==> src/rtl/t2mi_frame_scheduler_pkg.sv <==
// Shared constants for the T2-MI frame scheduler: FSM encodings, packer state codes
// and the per-frame packet target helper.
package t2mi_frame_scheduler_pkg;

  localparam logic [1:0] ST_IDLE      = 2'd0;
  localparam logic [1:0] ST_RUN       = 2'd1;
  localparam logic [1:0] ST_WAIT_TICK = 2'd2;

  localparam logic [3:0] PK_HDR = 4'h0;
  localparam logic [3:0] PK_CRC = 4'h7;

  // Timestamp packet plus L1 packet follow the BB frames in every cycle.
  localparam int FRAME_OVERHEAD = 2;

  function automatic logic [11:0] frame_target(input logic [9:0] num_blocks);
    logic [11:0] blocks;
    blocks = (num_blocks == 10'd0) ? 12'd1 : {2'b00, num_blocks};
    return blocks + 12'(FRAME_OVERHEAD);
  endfunction

endpackage

==> src/rtl/t2mi_frame_scheduler_if.sv <==
// Configuration, packer-monitor and status signals between the control/packer side
// (master) and the frame scheduler (slave).
interface t2mi_frame_scheduler_if #(
  parameter int TIMER_W = 24,
  parameter int STAT_W  = 8
);
  logic               enable;
  logic [TIMER_W-1:0] frame_period;
  logic [9:0]         plp_num_blocks;
  logic [3:0]         state_mon;
  logic               in_fifo_empty;
  logic               out_almost_full;
  logic               clr_status;

  logic               ENA_TS2T2MI;
  logic               frame_tick;
  logic               frame_done;
  logic [11:0]        pkt_in_frame;
  logic               overrun;
  logic [STAT_W-1:0]  overrun_cnt;
  logic               underrun;

  modport master (
    output enable, frame_period, plp_num_blocks, state_mon,
           in_fifo_empty, out_almost_full, clr_status,
    input  ENA_TS2T2MI, frame_tick, frame_done, pkt_in_frame,
           overrun, overrun_cnt, underrun
  );

  modport slave (
    input  enable, frame_period, plp_num_blocks, state_mon,
           in_fifo_empty, out_almost_full, clr_status,
    output ENA_TS2T2MI, frame_tick, frame_done, pkt_in_frame,
           overrun, overrun_cnt, underrun
  );
endinterface

==> src/rtl/t2mi_frame_scheduler_timer.sv <==
// Reloadable frame-period down-counter; ticks when it reaches zero while enabled.
module t2mi_frame_timer #(
  parameter int TIMER_W = 24
) (
  input  logic               CLK,
  input  logic               RST,
  input  logic               enable_i,
  input  logic [TIMER_W-1:0] frame_period_i,
  output logic               tick_o
);

  logic [TIMER_W-1:0] timer_q, timer_d, reload;

  // Holding at zero while disabled makes the first enabled cycle tick immediately.
  always_comb begin
    reload  = (frame_period_i < TIMER_W'(2)) ? TIMER_W'(1) : frame_period_i - TIMER_W'(1);
    timer_d = timer_q;
    if (!enable_i)
      timer_d = '0;
    else if (timer_q == '0)
      timer_d = reload;
    else
      timer_d = timer_q - TIMER_W'(1);
  end

  always_ff @(posedge CLK) begin
    if (!RST)
      timer_q <= '0;
    else
      timer_q <= timer_d;
  end

  assign tick_o = RST && enable_i && (timer_q == '0);

endmodule

==> src/rtl/t2mi_frame_scheduler.sv <==
// Paces the T2-MI packer to one frame cycle (BB frames + timestamp + L1) per T2 frame,
// gating ENA_TS2T2MI and reporting overrun/underrun.
module t2mi_frame_scheduler
  import t2mi_frame_scheduler_pkg::*;
#(
  parameter int TIMER_W        = 24,
  parameter int UNDERRUN_LIMIT = 4096,
  parameter int STAT_W         = 8
) (
  input  logic                   CLK,
  input  logic                   RST,
  t2mi_frame_scheduler_if.slave  bus
);

  localparam int UR_W = $clog2(UNDERRUN_LIMIT + 1);

  logic [1:0]        state_q, state_d;
  logic              pend_q, pend_d;
  logic [11:0]       pkt_q, pkt_d;
  logic [3:0]        prev_state_q;
  logic              ov_q, ov_d;
  logic [STAT_W-1:0] ovcnt_q, ovcnt_d;
  logic              ur_q, ur_d;
  logic [UR_W-1:0]   urcnt_q, urcnt_d;

  logic        tick, pkt_end, in_run, last_end, ena, ov_event, starving;
  logic [11:0] target;

  t2mi_frame_timer #(.TIMER_W(TIMER_W)) u_timer (
    .CLK            (CLK),
    .RST            (RST),
    .enable_i       (bus.enable),
    .frame_period_i (bus.frame_period),
    .tick_o         (tick)
  );

  assign target   = frame_target(bus.plp_num_blocks);
  assign pkt_end  = (prev_state_q == PK_CRC) && (bus.state_mon == PK_HDR);
  assign in_run   = (state_q == ST_RUN);
  assign last_end = in_run && pkt_end && (pkt_q == target - 12'd1);
  // Dropping ENA on the final packet end freezes the packer at header byte 0.
  assign ena      = in_run && !bus.out_almost_full && !last_end;
  assign starving = ena && bus.in_fifo_empty;

  always_comb begin
    state_d  = state_q;
    pend_d   = pend_q;
    pkt_d    = pkt_q;
    ov_event = 1'b0;
    case (state_q)
      ST_RUN: begin
        if (last_end) begin
          pkt_d  = '0;
          pend_d = 1'b0;
          // A tick landing on the last packet end starts the next cycle directly.
          if (!((tick || pend_q) && bus.enable))
            state_d = bus.enable ? ST_WAIT_TICK : ST_IDLE;
        end else begin
          if (pkt_end)
            pkt_d = pkt_q + 12'd1;
          if (tick) begin
            pend_d   = 1'b1;
            ov_event = 1'b1;
          end
        end
      end
      ST_WAIT_TICK: begin
        if (tick)
          state_d = ST_RUN;
        else if (!bus.enable)
          state_d = ST_IDLE;
      end
      default: begin
        if (tick) begin
          state_d = ST_RUN;
          pkt_d   = '0;
        end
      end
    endcase
  end

  always_comb begin
    ov_d    = bus.clr_status ? 1'b0 : ov_q;
    ovcnt_d = bus.clr_status ? '0 : ovcnt_q;
    ur_d    = bus.clr_status ? 1'b0 : ur_q;
    if (ov_event) begin
      ov_d = 1'b1;
      if (ovcnt_d != '1)
        ovcnt_d = ovcnt_d + STAT_W'(1);
    end
    urcnt_d = '0;
    if (starving)
      urcnt_d = (urcnt_q == UR_W'(UNDERRUN_LIMIT)) ? urcnt_q : urcnt_q + UR_W'(1);
    // Only the transition onto the limit is an event, so a cleared flag stays clear.
    if (starving && urcnt_q == UR_W'(UNDERRUN_LIMIT - 1))
      ur_d = 1'b1;
  end

  always_ff @(posedge CLK) begin
    if (!RST) begin
      state_q      <= ST_IDLE;
      pend_q       <= 1'b0;
      pkt_q        <= '0;
      prev_state_q <= PK_HDR;
      ov_q         <= 1'b0;
      ovcnt_q      <= '0;
      ur_q         <= 1'b0;
      urcnt_q      <= '0;
    end else begin
      state_q      <= state_d;
      pend_q       <= pend_d;
      pkt_q        <= pkt_d;
      prev_state_q <= bus.state_mon;
      ov_q         <= ov_d;
      ovcnt_q      <= ovcnt_d;
      ur_q         <= ur_d;
      urcnt_q      <= urcnt_d;
    end
  end

  assign bus.ENA_TS2T2MI  = ena;
  assign bus.frame_tick   = tick;
  assign bus.frame_done   = last_end;
  assign bus.pkt_in_frame = pkt_q;
  assign bus.overrun      = ov_q;
  assign bus.overrun_cnt  = ovcnt_q;
  assign bus.underrun     = ur_q;

endmodule

==> src/flat_wrapper.sv <==
// flat-port wrapper written by rule: the top's interface ports become plain ports
module t2mi_frame_scheduler_flat import t2mi_frame_scheduler_pkg::*;
#(
  parameter int TIMER_W        = 24,
  parameter int UNDERRUN_LIMIT = 4096,
  parameter int STAT_W         = 8
)
  (CLK, RST, bus_enable, bus_frame_period, bus_plp_num_blocks, bus_state_mon, bus_in_fifo_empty, bus_out_almost_full, bus_clr_status, bus_ENA_TS2T2MI, bus_frame_tick, bus_frame_done, bus_pkt_in_frame, bus_overrun, bus_overrun_cnt, bus_underrun);
  t2mi_frame_scheduler_if #(.TIMER_W(TIMER_W), .STAT_W(STAT_W)) bus_i ();
  input  logic CLK;
  input  logic RST;
  input wire logic [$bits(bus_i.enable)-1:0] bus_enable;
  input wire logic [$bits(bus_i.frame_period)-1:0] bus_frame_period;
  input wire logic [$bits(bus_i.plp_num_blocks)-1:0] bus_plp_num_blocks;
  input wire logic [$bits(bus_i.state_mon)-1:0] bus_state_mon;
  input wire logic [$bits(bus_i.in_fifo_empty)-1:0] bus_in_fifo_empty;
  input wire logic [$bits(bus_i.out_almost_full)-1:0] bus_out_almost_full;
  input wire logic [$bits(bus_i.clr_status)-1:0] bus_clr_status;
  output wire logic [$bits(bus_i.ENA_TS2T2MI)-1:0] bus_ENA_TS2T2MI;
  output wire logic [$bits(bus_i.frame_tick)-1:0] bus_frame_tick;
  output wire logic [$bits(bus_i.frame_done)-1:0] bus_frame_done;
  output wire logic [$bits(bus_i.pkt_in_frame)-1:0] bus_pkt_in_frame;
  output wire logic [$bits(bus_i.overrun)-1:0] bus_overrun;
  output wire logic [$bits(bus_i.overrun_cnt)-1:0] bus_overrun_cnt;
  output wire logic [$bits(bus_i.underrun)-1:0] bus_underrun;
  assign bus_i.enable = bus_enable;
  assign bus_i.frame_period = bus_frame_period;
  assign bus_i.plp_num_blocks = bus_plp_num_blocks;
  assign bus_i.state_mon = bus_state_mon;
  assign bus_i.in_fifo_empty = bus_in_fifo_empty;
  assign bus_i.out_almost_full = bus_out_almost_full;
  assign bus_i.clr_status = bus_clr_status;
  assign bus_ENA_TS2T2MI = bus_i.ENA_TS2T2MI;
  assign bus_frame_tick = bus_i.frame_tick;
  assign bus_frame_done = bus_i.frame_done;
  assign bus_pkt_in_frame = bus_i.pkt_in_frame;
  assign bus_overrun = bus_i.overrun;
  assign bus_overrun_cnt = bus_i.overrun_cnt;
  assign bus_underrun = bus_i.underrun;
  t2mi_frame_scheduler #(.TIMER_W(TIMER_W), .UNDERRUN_LIMIT(UNDERRUN_LIMIT), .STAT_W(STAT_W)) u_core (.CLK(CLK), .RST(RST), .bus(bus_i));
endmodule
==> config.mk <==
export PLATFORM = sky130hd
export DESIGN_NAME = t2mi_frame_scheduler_flat
export DESIGN_NICKNAME = d
export VERILOG_FILES = /design/src/rtl/t2mi_frame_scheduler_pkg.sv /design/src/rtl/t2mi_frame_scheduler_if.sv /design/src/rtl/t2mi_frame_scheduler_timer.sv /design/src/rtl/t2mi_frame_scheduler.sv /design/src/flat_wrapper.sv
export SDC_FILE = /design/constraint.sdc
export NUM_CORES = 1
export LEC_CHECK = 0
export BUFFER_PORTS_ARGS = -buffer_cell sky130_fd_sc_hd__buf_2
export CAP_MARGIN = 10
export CORE_AREA = 2 2 126 67
export DETAILED_ROUTE_END_ITERATION = 6
export DIE_AREA = 0 0 128 69
export PLACE_DENSITY = 0.79
export REMOVE_ABC_BUFFERS = 1
export SYNTH_ARGS = -nofsm -noshare
export SYNTH_HDL_FRONTEND = slang
export SYNTH_HIERARCHICAL = 1
export SYNTH_SLANG_ARGS = --single-unit
==> constraint.sdc <==
create_clock -name CLK -period 4.1 [get_ports CLK]
set_clock_uncertainty 0.1 [all_clocks]
set_input_delay 0.615 -clock CLK [delete_from_list [all_inputs] [get_ports CLK]]
set_output_delay 0.615 -clock CLK [all_outputs]
set_load 0.005 [all_outputs]
Word level (Yosys, flattened, before mapping)
Index checks and enable logic that the tools add are counted.
W data, S select, Z words.
- register bits: 66
- bits in latches: 0
- memory bits (writable): 0
- memory bits (read-only): 0
- output and inout bits: 25
- memories kept: 0
- add/sub/neg operators: 7
- $mul: 0
- div/mod/pow operators: 0
- $lt $le $gt $ge: 1
- equal/unequal tests: 11
- shift-type cells: 0
- muxes and demuxes: 25
- bitwise operators: 1
- reduce and logical (&&, ||, !) cells: 26
- operator list (kind ; count):
    $mux W24 ; 2
    $sub A24 B1 Y24 const B ; 2
    $mux W12 ; 3
    $logic_not A24 Y1 ; 1
    $lt A24 B2 Y1 const B ; 1
    $mux W8 ; 3
    $pmux W12 S2 ; 1
    $add A13 B1 Y13 const B ; 1
    $eq A13 B12 Y1 const B ; 1
    $eq A13 B13 Y1 const B ; 1
    $add A12 B1 Y12 const B ; 1
    $add A12 B2 Y12 const B ; 1
    $eq A12 B12 Y1 ; 1
    $mux W2 ; 6
    $sub A12 B1 Y12 const B ; 1
    $logic_and A1 B1 Y1 ; 10
    $logic_not A10 Y1 ; 1
    $mux W10 ; 1
    $add A8 B1 Y8 const B ; 1
    $mux W1 ; 8
    $ne A8 B8 Y1 const B ; 1
    $reduce_bool A2 Y1 ; 4
    $ne A3 B2 Y1 const B ; 2
    $reduce_and A2 Y1 ; 3
    other kinds (12) ; 14

Depth between registers and ports, before layout
- word-level depth: 11
- gate-level depth with buffers: 13
- depth with buffers taken out: 11

Hierarchy
The synthesis kept the hierarchy.
- by module, submodules not included (module ; times used ; cells an instance ; area each (sq um) ; seq. area each (sq um)):
    t2mi_frame_scheduler ; 1 ; 297 ; 2458.6 ; 840.8
    t2mi_frame_timer ; 1 ; 233 ; 1849.3 ; 480.5

Worst setup path after synthesis
OpenSTA, ideal clock, no wires.
- path type: register -> register
- start: register u_core.u_timer.timer_q[14]
- end: register u_core.pkt_q[6] (netlist: u_core/bus.pkt_in_frame[6])
- arrival: 2.825 ns
- path slack: 1.058 ns
- cell stages (with the launch flop): 12
- buffers on the path: 2
- period minus slack after synthesis: 3.042 ns
- cell sequence: dfxtp_1 or4_4 nor4_1 nand4_1 buf_6 nor2_1 nor2b_1 o21a_1 clkbuf_1 nand4_1 xnor2_1 nor2b_1
- longest elaborated chain between the ends: 4
- RTL lines (element ; line ; text):
    from (decl) ; t2mi_frame_scheduler_timer.sv:12 ; logic [TIMER_W-1:0] timer_q, timer_d, reload;
    from (signal assigned) ; t2mi_frame_scheduler_timer.sv:30 ; timer_q <= timer_d;
    $logic_not A24 Y1 ; t2mi_frame_scheduler_timer.sv:33 ; assign tick_o = RST && enable_i && (timer_q == '0);
    $logic_and A1 B1 Y1 ; t2mi_frame_scheduler_timer.sv:33 ;
    named net bus_frame_tick ; flat_wrapper.sv:20 ; output wire logic [$bits(bus_i.frame_tick)-1:0] bus_frame_tick;
    $reduce_bool A2 Y1 (no line) ; -- ;
    $reduce_and A3 Y1 (no line) ; -- ;
    to (signal assigned) ; t2mi_frame_scheduler.sv:112 ; pkt_q <= pkt_d;
    to (decl) ; t2mi_frame_scheduler.sv:19 ; logic [11:0] pkt_q, pkt_d;
The timed path passes the listed nets, and every way through them passes these cells.
A chain may end at the register's enable or synchronous reset.

Worst setup path in the final report
- start: register u_core.u_timer.timer_q[14]
- end: register u_core.pkt_q[7] (netlist: u_core/bus.pkt_in_frame[7])
- longest elaborated chain between the ends: 4
- RTL lines (element ; line):
    $logic_not A24 Y1 ; t2mi_frame_scheduler_timer.sv:33
    $logic_and A1 B1 Y1 ; t2mi_frame_scheduler_timer.sv:33
    $reduce_bool A2 Y1 (no line) ; --
    $reduce_and A3 Y1 (no line) ; --
Every way passes these cells.

==> impl_results.md <==
- Mapped Area: 0.00431 sq mm
- CP max FO: 11
- Post-synthesis sequential element count: 66
- P_sw: 0.00132 W
- FF-to-FF Start: u_core/u_timer/timer_q[14]
- HPWL Detailed: 8910 um
- Leading area contributor after synthesis: dfxtp_1
- Drt first pass iters: 6
- Std-Cell Rows: 23
- Final hold vios: 0
- Post-Synth Simple-Gate Area: 34.4%
- LEAKAGE: 1.95 nW
- Via/cell ratio: 6.19
- Placed instance area: 0.00468 sq mm
- Tmin final: 3520 ps
- Clk pin slew, worst setup/hold paths: 50 ps
- Unrepaired setup endpoints after global routing: no
- Syn Area/Cell: 8.13 sq um
- Clk pwr share: 22.0%
- Die height: 69 um
- Critical path, cell by cell: or4_4, nor4_1, nand4_1, nor2_1, nor2b_1, o21a_1, and3_1, nand3_1, xor2_1, nor2_1
- Max-cap violations: 0
- Placer Congestion: 0.943
- Aggregate global-route resource usage: 26.5%
- Core ar.: 0.00771 sq mm
- Vias in the first global route: 3696
- Die area: 0.00883 sq mm
- Fin crit share: 85.9%
- Post-synthesis mux area share: 1.19%
- Synth top area cells: dfxtp_1 31%, xnor2_1 6.5%, xor2_1 6.1%
- Antenna violations before repair: 0
- CP endpoint kind: register
- Status: completed
- Seq/Total Area, Yosys: 30.7%
- Complex-gate fraction of the synthesized area: 14.0%
- Clock Latency Late Sink: 320 ps
- Port Buffers: 68
- Pwr dens: 635 mW/mm^2
- Crit path kind: register to register
- Hold-fix buffers, CTS: 0
- Largest family of logic cells by synthesized area: simple AND/OR/NAND/NOR gates
- DR iter-0 viols: 521
- Layout Nets: 643
- Slew Limit Fails: 0
- Worst slew margin: 29.0%
- Final setup fails: 0
- Synthesis-to-finish area growth: 15.0%
- CTS sink cnt: 66
- Peak Freq: 284 MHz
- Critical path data required time: 4200 ps
- Initial Util: 55.9%
- CP startpoint kind: register
- Post-Syn Instances: 530
- Hold endpoint: u_core/bus.underrun
- Clock Tree Buf Depth: 2
- CTS Root Cell: clkbuf_16
- Setup_tns: 0 ps
- Net Sw Frac: 41.9%
- Hold/Removal Path Class: register to register
- Ys async rst share: 0%
- Vias: 4297
- Grt ovf: 0
- Hold_sp: u_core/bus.underrun
- Ratio of cells with drive above 1 in the final layout: 18.2%
- Critical Path Most Common Cell: nor2_1
- Synth Area in XOR/XNOR: 12.6%
- Post-CTS Resized: 0
- Wire per inst: 17.1 um
- Hold-critical path depth: 2
- Reg power frac: 28.2%
- Worst Tran Pin Value: 1060 ps
- Post-Synth Adder-Cell Area: 2.61%
- Post-synthesis cell type count: 64
- Most used DFF post-synth: dfxtp_1
- CP arrival: 3620 ps
- DIE WIDTH: 128 um
- DR DRC count: 0
- ANT nets after route: 0
- Slowest library cell on the worst path: or4_4
- R2R depth: 10
- Comb power frac: 49.8%
- IO Pins: 69
- Synth warnings: 6
- Reg2Reg Capture Point: u_core/bus.pkt_in_frame[7]
- CTS tree: done
- Post-route cell area: 0.00495 sq mm
- Antenna Cells: 0
- Crit-path max cell delay: 570 ps
- Setup bufs post-CTS: 0
- First-pass GRT wire length: 18700 um
- Flop-to-flop setup slack: 580 ps
- Pin count of the biggest net entering global routing: 24
- Pint: 0.00183 W
- Post-synth EDFFs: 0
- CTS buffer count: 9
- H-tree depth: 3
- Worst vdd ir: 0.510 mV
- Top-area cell type share of the netlist area: 30.7%
- WL final: 11900 um
critical path, delay by kind of cell, from the launching register on:
family	cells	cell delay, ps
XOR/XNOR	1	220
AO/OA/AOI/OAI	1	370
AND/OR/NAND/NOR	8	2330
flip-flops	1	360
registers in the layout (all words and copies together) (netlist names):
signal and cells:
u_core/u_timer/timer_q 24, u_core/urcnt_q 13, u_core/bus.pkt_in_frame 12, u_core/bus.overrun_cnt 8, u_core/prev_state_q 4, u_core/state_q 2
u_core/bus.overrun 1, u_core/bus.underrun 1, u_core/pend_q 1
power by group through the flow:
stage	Sequential (W)	Clock [W]	Combinational (W)
6_report	0.000886	0.000693	0.00157
5_1_grt	0.000900	0.000732	0.00171
4_1_cts	0.000882	0.000701	0.00153
3_5_place_dp	0.000894	0	0.00152
3_3_place_gp	0.000883	0	0.00147
2_1_floorplan	0.000861	0	0.00114
synth_stat cells (6+ instances only):
library cell	number
dfxtp_1	66
nor2_1	44
nand2_1	42
nand3_1	39
xnor2_1	32
xor2_1	30
a21oi_1	25
inv_1	19
nor3_1	17
nor4_1	17
nand4_1	14
clkbuf_1	12
and3_1	11
nor2b_1	10
ha_1	9
o21ai_0	9
o22ai_1	8
buf_2	7
or3_1	7
a211oi_1	6
a31oi_1	6
and2_1	6
nand3b_1	6
or4_1	6
through the flow:
| stage | cells | worst slack [ps] | util [%] | power, W | hold slack [ps] |
|---|---|---|---|---|---|
| final | 694 | 578 | 64.2 | 0.00315 | 377 |
| after global routing | 694 | 401 | 64.2 | 0.00334 | 409 |
| after CTS | 694 | 787 | 64.2 | 0.00311 | 383 |
| after detailed placement | 679 | 803 | 60.7 | 0.00241 | 353 |
| after global placement | 679 | 893 | 60.7 | 0.00235 | 353 |
| after floorplan | 507 | 633 | - | 0.00200 | 335 |
cell families after synthesis:
| logic type | Yosys count |
|---|---|
| flip-flops | 66 |
| buffers and inverters | 42 |
| XOR/XNOR | 62 |
| adder cells (fa/ha/maj) | 9 |
| AND/OR/NAND/NOR | 261 |
| AO/OA/AOI/OAI | 85 |
| multiplexers | 5 |
cell usage in the layout, fill, tap and decap left out, types with 4 or more instances in the layout:
cell type  netlist  routed
a211oi_1         6       6
a31oi_1          6       6
xor2_1          30      30
o22ai_1          8       8
or3_1            7       7
o21ai_0          9       9
clkbuf_16        0       9
nand2b_1         5       5
or4_1            6       6
and4_1           5       5
nand4_1         14      14
and3_1          11      11
xnor2_1         32      32
a21o_1           5       5
nor3b_1          4       4
nor2b_1         10      10
a21oi_1         25      25
nand3b_1         6       6
nor2_1          44      44
ha_1             9       9
buf_4            1       4
buf_2            7      68
nand3_1         39      39
dfxtp_1         66      66
nand2_1         42      42
mux2i_1          4       4
inv_1           19      19
nor4_1          17      17
and2_1           6       6
nor3_1          17      17
nand4b_1         4       4
cell type report:
type	instances	area, sq um
inverter	19	71.3
fill	673	2760
clock inverter	3	15.0
clock buffer	12	256
multi-input combinational	422	2790
timing repair buffer	72	370
sequential	66	1320
tap	100	125
worst max-delay path by stage:
stage	slack, ps	startpoint	cells past startpoint	endpoint
floorplan	630	u_core/u_timer/timer_q[14]	10	u_core/bus.pkt_in_frame[11]
global placement	890	bus_state_mon[1]	7	bus_frame_done
detailed placement	800	bus_state_mon[1]	7	bus_frame_done
CTS	790	bus_state_mon[1]	7	bus_frame_done
global route	400	u_core/u_timer/timer_q[14]	8	u_core/bus.overrun_cnt[6]
finish	580	u_core/u_timer/timer_q[14]	10	u_core/bus.pkt_in_frame[7]
metal layers:
layer  vias up  part of all wire (%)  track usage [%]
met5         -                     0                0
met4         0                  0.95             5.98
met3        22                    11             8.85
met2       228                    40             34.9
met1      1994                    48             40.9
li1       2053                     -                -
No activity file was read; power rests on OpenSTA's default activity.
